### config.mk
export PLATFORM = sky130hd
export DESIGN_NAME = rx_sync_filter
export DESIGN_NICKNAME = d
export VERILOG_FILES = /design/src/rtl/rx_sync_filter.sv
export SDC_FILE = /design/constraint.sdc
export NUM_CORES = 1
export LEC_CHECK = 0
export BUFFER_PORTS_ARGS = -buffer_cell sky130_fd_sc_hd__buf_2
export CAP_MARGIN = 20
export CORE_AREA = 2 2 39 41
export CTS_CLUSTER_DIAMETER = 30
export DETAILED_ROUTE_END_ITERATION = 16
export DIE_AREA = 0 0 41 43
export PLACE_DENSITY = 0.34
export SLEW_MARGIN = 20
export SYNTH_ARGS = -nofsm -noshare
export SYNTH_HDL_FRONTEND = slang
export SYNTH_SLANG_ARGS = --single-unit
### constraint.sdc
create_clock -name clk -period 1.7 [get_ports clk]
set_input_delay 0.255 -clock clk [delete_from_list [all_inputs] [get_ports clk]]
set_output_delay 0.255 -clock clk [all_outputs]
set_load 0.05 [all_outputs]
### src/rtl/rx_sync_filter.sv
// Multi-channel async input synchronizer with registered rise/fall pulses.
// Define SYNC_GLITCH_FILTER_EN to add a per-channel glitch filter after the chain.
module rx_sync_filter #(
  parameter int                WIDTH      = 1,
  parameter int                STAGES     = 3,
  parameter logic [WIDTH-1:0]  RESET_VAL  = {WIDTH{1'b1}},
  parameter int                FILTER_LEN = 4
) (
  input  logic             clk,
  input  logic             reset,
  input  logic [WIDTH-1:0] async_in,
  output logic [WIDTH-1:0] sync_out,
  output logic [WIDTH-1:0] rise_pulse,
  output logic [WIDTH-1:0] fall_pulse,
  output logic [WIDTH-1:0] glitch_det
);

  if (STAGES < 2 || STAGES > 8) begin : g_bad_stages
    $error("rx_sync_filter: STAGES must be in 2..8");
  end

  logic [WIDTH-1:0] stage [STAGES] = '{default: RESET_VAL};
  logic [WIDTH-1:0] s_last;
  logic [WIDTH-1:0] prev = RESET_VAL;
  logic [WIDTH-1:0] run_mask;

  always_ff @(posedge clk) begin
    if (reset) begin
      for (int k = 0; k < STAGES; k++) stage[k] <= RESET_VAL;
    end else begin
      stage[0] <= async_in;
      for (int k = 1; k < STAGES; k++) stage[k] <= stage[k-1];
    end
  end

  assign s_last = stage[STAGES-1];

`ifdef SYNC_GLITCH_FILTER_EN
  if (FILTER_LEN < 1 || FILTER_LEN > 255) begin : g_bad_filter_len
    $error("rx_sync_filter: FILTER_LEN must be in 1..255");
  end

  localparam int            CW      = $clog2(FILTER_LEN + 1);
  localparam logic [CW-1:0] CNT_MAX = CW'(FILTER_LEN - 1);

  logic [WIDTH-1:0] sync_q;
  logic [WIDTH-1:0] glitch_q;

  for (genvar i = 0; i < WIDTH; i++) begin : g_ch
    logic [CW-1:0] cnt      = '0;
    logic          sync_r   = RESET_VAL[i];
    logic          glitch_r = 1'b0;

    // A disagreement must persist FILTER_LEN samples; a shorter one is a glitch.
    always_ff @(posedge clk) begin
      if (reset) begin
        cnt      <= '0;
        sync_r   <= RESET_VAL[i];
        glitch_r <= 1'b0;
      end else if (s_last[i] == sync_r) begin
        cnt      <= '0;
        glitch_r <= (cnt != '0);
      end else if (cnt == CNT_MAX) begin
        cnt      <= '0;
        sync_r   <= s_last[i];
        glitch_r <= 1'b0;
      end else begin
        cnt      <= cnt + 1'b1;
        glitch_r <= 1'b0;
      end
    end

    assign sync_q[i]   = sync_r;
    assign glitch_q[i] = glitch_r;
  end

  assign sync_out   = sync_q;
  assign glitch_det = glitch_q & run_mask;
`else
  assign sync_out   = s_last;
  assign glitch_det = '0;
`endif

  always_ff @(posedge clk) begin
    if (reset) prev <= RESET_VAL;
    else       prev <= sync_out;
  end

  // Pulses are forced low while reset is asserted, before the reset edge lands.
  assign run_mask   = {WIDTH{~reset}};
  assign rise_pulse = sync_out & ~prev & run_mask;
  assign fall_pulse = ~sync_out & prev & run_mask;

endmodule

== After elaboration in Yosys (flattened, before gate mapping) ==
Memory sizes are Yosys's and may differ from the RTL's.
Index checks and enable logic that the tools add are counted.
Cells by class
  mux-type cells: 6
  bitwise gates (word level): 10
Operators by type and width (count)
  2-to-1 mux 1 bit: 6
  bitwise AND 1 bit: 4
  inverter 1 bit: 3
  OR 1 bit: 3
Storage, ports and cells
  register bits: 1
  bits in writable memories: 3
  bits of input ports: 3
  word-level logic and storage cells: 18
  memories kept: 1
Memories
  stage: words 3, bits a word 1, rd ports 3, clocked after Yosys merged registers in 0, write ports 3, line 22  | logic [WIDTH-1:0] stage [STAGES] = '{default: RESET_VAL};

== Longest topological paths before layout ==
An unclocked memory read counts as a cell.
  depth after elaboration: 4
  mapped depth: 1
  mapped depth without buffers: 1

== Worst setup path after synthesis ==
No wires, ideal clock.
  path type: register to output
  from: memory stage[2][0] (netlist: stage[0][2])
  to: output rise_pulse
  arrival time: 1.863 ns
  data required time: 1.445 ns
  slack: -0.418 ns
  cell stages (with the launch flop): 2
  buffers on the path: 0
  cells stage by stage: dfxtp_1 > nor3b_1
RTL lines
  start: declaration: line 22
  end: declaration: line 13  | output logic [WIDTH-1:0] rise_pulse,

==> results.cfg <==
[run_status]
status = complete, no violations

[setup_path]
r2r-start = stage[0][2]
r2r_cells = 1
path_class = reg -> out
startpoint_type = flop
worstPathArrival_ps = 1040
r2r_end = prev
cp.required_ps = 1440
path_max_fanout = 4
cp-end-kind = primary output
r2r_setup_slack_ps = 1060

[synth]
syn_area_um2 = 131.4
ys_seq_area_frac = 0.6095
synth_top_cell_by_area = dfxtp_1
synth_top_family_by_area = simple AND/OR/NAND/NOR gates
syn_inst = 12
ys_types = 5
synthXorXnorAreaFrac = 0
syn-num-nets = 15
yosysWarningCount = 0
synth_compound_area_frac = 0
avgSynthCellArea_um2 = 10.95
synth_area_leaders = dfxtp_1, or2_1, nor3b_1, buf_4, conb_1
muxShareOfSynthArea = 0
synth-simple-area-share = 0.3048
yosys_register_bits = 4
synth_top_area_frac = 0.6095
synthAdderAreaFrac = 0

[power_and_ir_drop]
p_total_mw = 0.2306
leakagePower_nw = 0.08346
power_density_nw_per_um2 = 1145
p_switching_mw = 0.04959
seqPwrFrac = 0.429
internal-power_mw = 0.1810
pwr-share-comb = 0.073
ir_worst_vdd_uv = 213.1
sw_frac_of_total = 0.2151
clkPwrFrac = 0.498

[min_path]
worstHoldStart = async_in
min_to = stage[0][0]
whs_path_depth = 2
hold_class = in -> reg

[floorplan]
die_w_um = 41
core_area_um2 = 1384
io_pins = 7
dieArea_um2 = 1763
start_util = 0.09494
fp.dieH_um = 43
std_cell_rows = 14

[clock_tree]
cts_root_buf = clkbuf_4
cts_tree = built
clkLatencyLatePin_ps = 230
clk_path_buf_depth = 2
clkTransAtPathRegs_ps = 40
clock-sinks = 4
tritoncts.num_buffers = 3
htreeDepth = 1
cts-hold-fix-buffers = 0
ctsResizeCount = 0
post_cts_buffers = 0

[layout]
syn_to_final_growth_pct = 53.33
fillers = 160
layout-drive-gt1-share = 0.5263
layout.cells.non_filler = 35
antennaDiodeCount = 0
nets = 24
finalInstanceArea_um2 = 201.4

[timing]
hold_viol = 0
max_freq_mhz = 773.3
rsz0062_at_grt = no
setup_viol = 0
tns_ps = 0
post-route-min-period_ps = 1293
fin_skew_ps = 0.4274
maxSlewViolCount = 0
timing.final.crit_share = 0.7607

[drt]
drt_iter0_markers = 0
drc_errors = 0
avgViaCountPerCell = 2.829
wl_per_cell_um = 6.743
vias = 99
routed_wl_um = 236
antenna_left = 0
dr.pass1.iters = 1

[flow_run]
maxCapViolCount = 0

[global_route]
grt_pass1_wl_um = 386
grt_max_degree = 7
overflow = 0
antenna_found_initial = 0
grt_use_total = 0.04116
grt_pass1_vias = 100

[place]
dpl.cell_count = 32
dpl_cell_area_um2 = 178.9
gp_congestion = 0.5052
io_buffers = 5
[state kept, by name, indices dropped and copies added (netlist names)]
name   cells
stage      3
prev       1
[metal layers]
metal	share of wire	vias up	global-route usage
met5	0	-	0
met4	0	0	0.04000
met3	0.21	0	0.06283
met2	0.39	6	0.04688
met1	0.39	43	0.02572
li1	-	50	-
[cell usage in the layout, fill, tap and decap left out]
master,netlist,layout
conb_1,1,1
nor3b_2,0,2
buf_2,0,5
or2_1,4,4
clkbuf_4,0,3
dfxtp_1,4,4
[stage by stage]
step	util	hold WS, ps	setup slack, ps
after global placement	0.1293	388.4	622.1
after global routing	0.1456	211.9	334.7
after detailed placement	0.1293	393.3	593.7
after floorplan	-	352.1	35.64
final	0.1456	201.3	406.8
after CTS	0.1456	192.2	388.1
[logic make-up after synthesis]
kind of cell	after synthesis
buffers and inverters	1
DFF	4
other	1
and+or+nand+nor	6
[Yosys cell counts (all sizes together)]
library cell and number:
nor3b 2, or2 4, dfxtp 4, buf 1, conb 1
[critical path, stage by stage, from the launching register on]
cell	delay (ps)
dfxtp_1	370
nor3b_2	160
buf_2	280
[power groups by stage]
stage               Clock (mW)  Sequential (mW)  Combinational, mW
CTS                      0.123           0.0989             0.0171
finish                   0.115           0.0989             0.0169
global route             0.127           0.0992             0.0182
global placement             0            0.100             0.0168
detailed placement           0            0.100             0.0171
floorplan                    0            0.102             0.0115
[how the worst max path moves through the flow]
stage	startpoint	to	cells after the start
floorplan	stage[0][2]	rise_pulse	1
global placement	reset	fall_pulse	3
detailed placement	reset	fall_pulse	3
CTS	stage[0][2]	rise_pulse	2
global route	stage[0][2]	rise_pulse	2
finish	stage[0][2]	rise_pulse	2
[final cells by class]
| cell class | instances | area [um^2] | share of cell area |
|---|---|---|---|
| Tap cell | 16 | 20.02 | 0.09938 |
| Timing Repair Buffer | 5 | 25.02 | 0.1242 |
| Multi-Input combinational cell | 7 | 53.80 | 0.2671 |
| Clock buffer | 3 | 22.52 | 0.1118 |
| Sequential cell | 4 | 80.08 | 0.3975 |
Power figures use the tool's default switching activity.
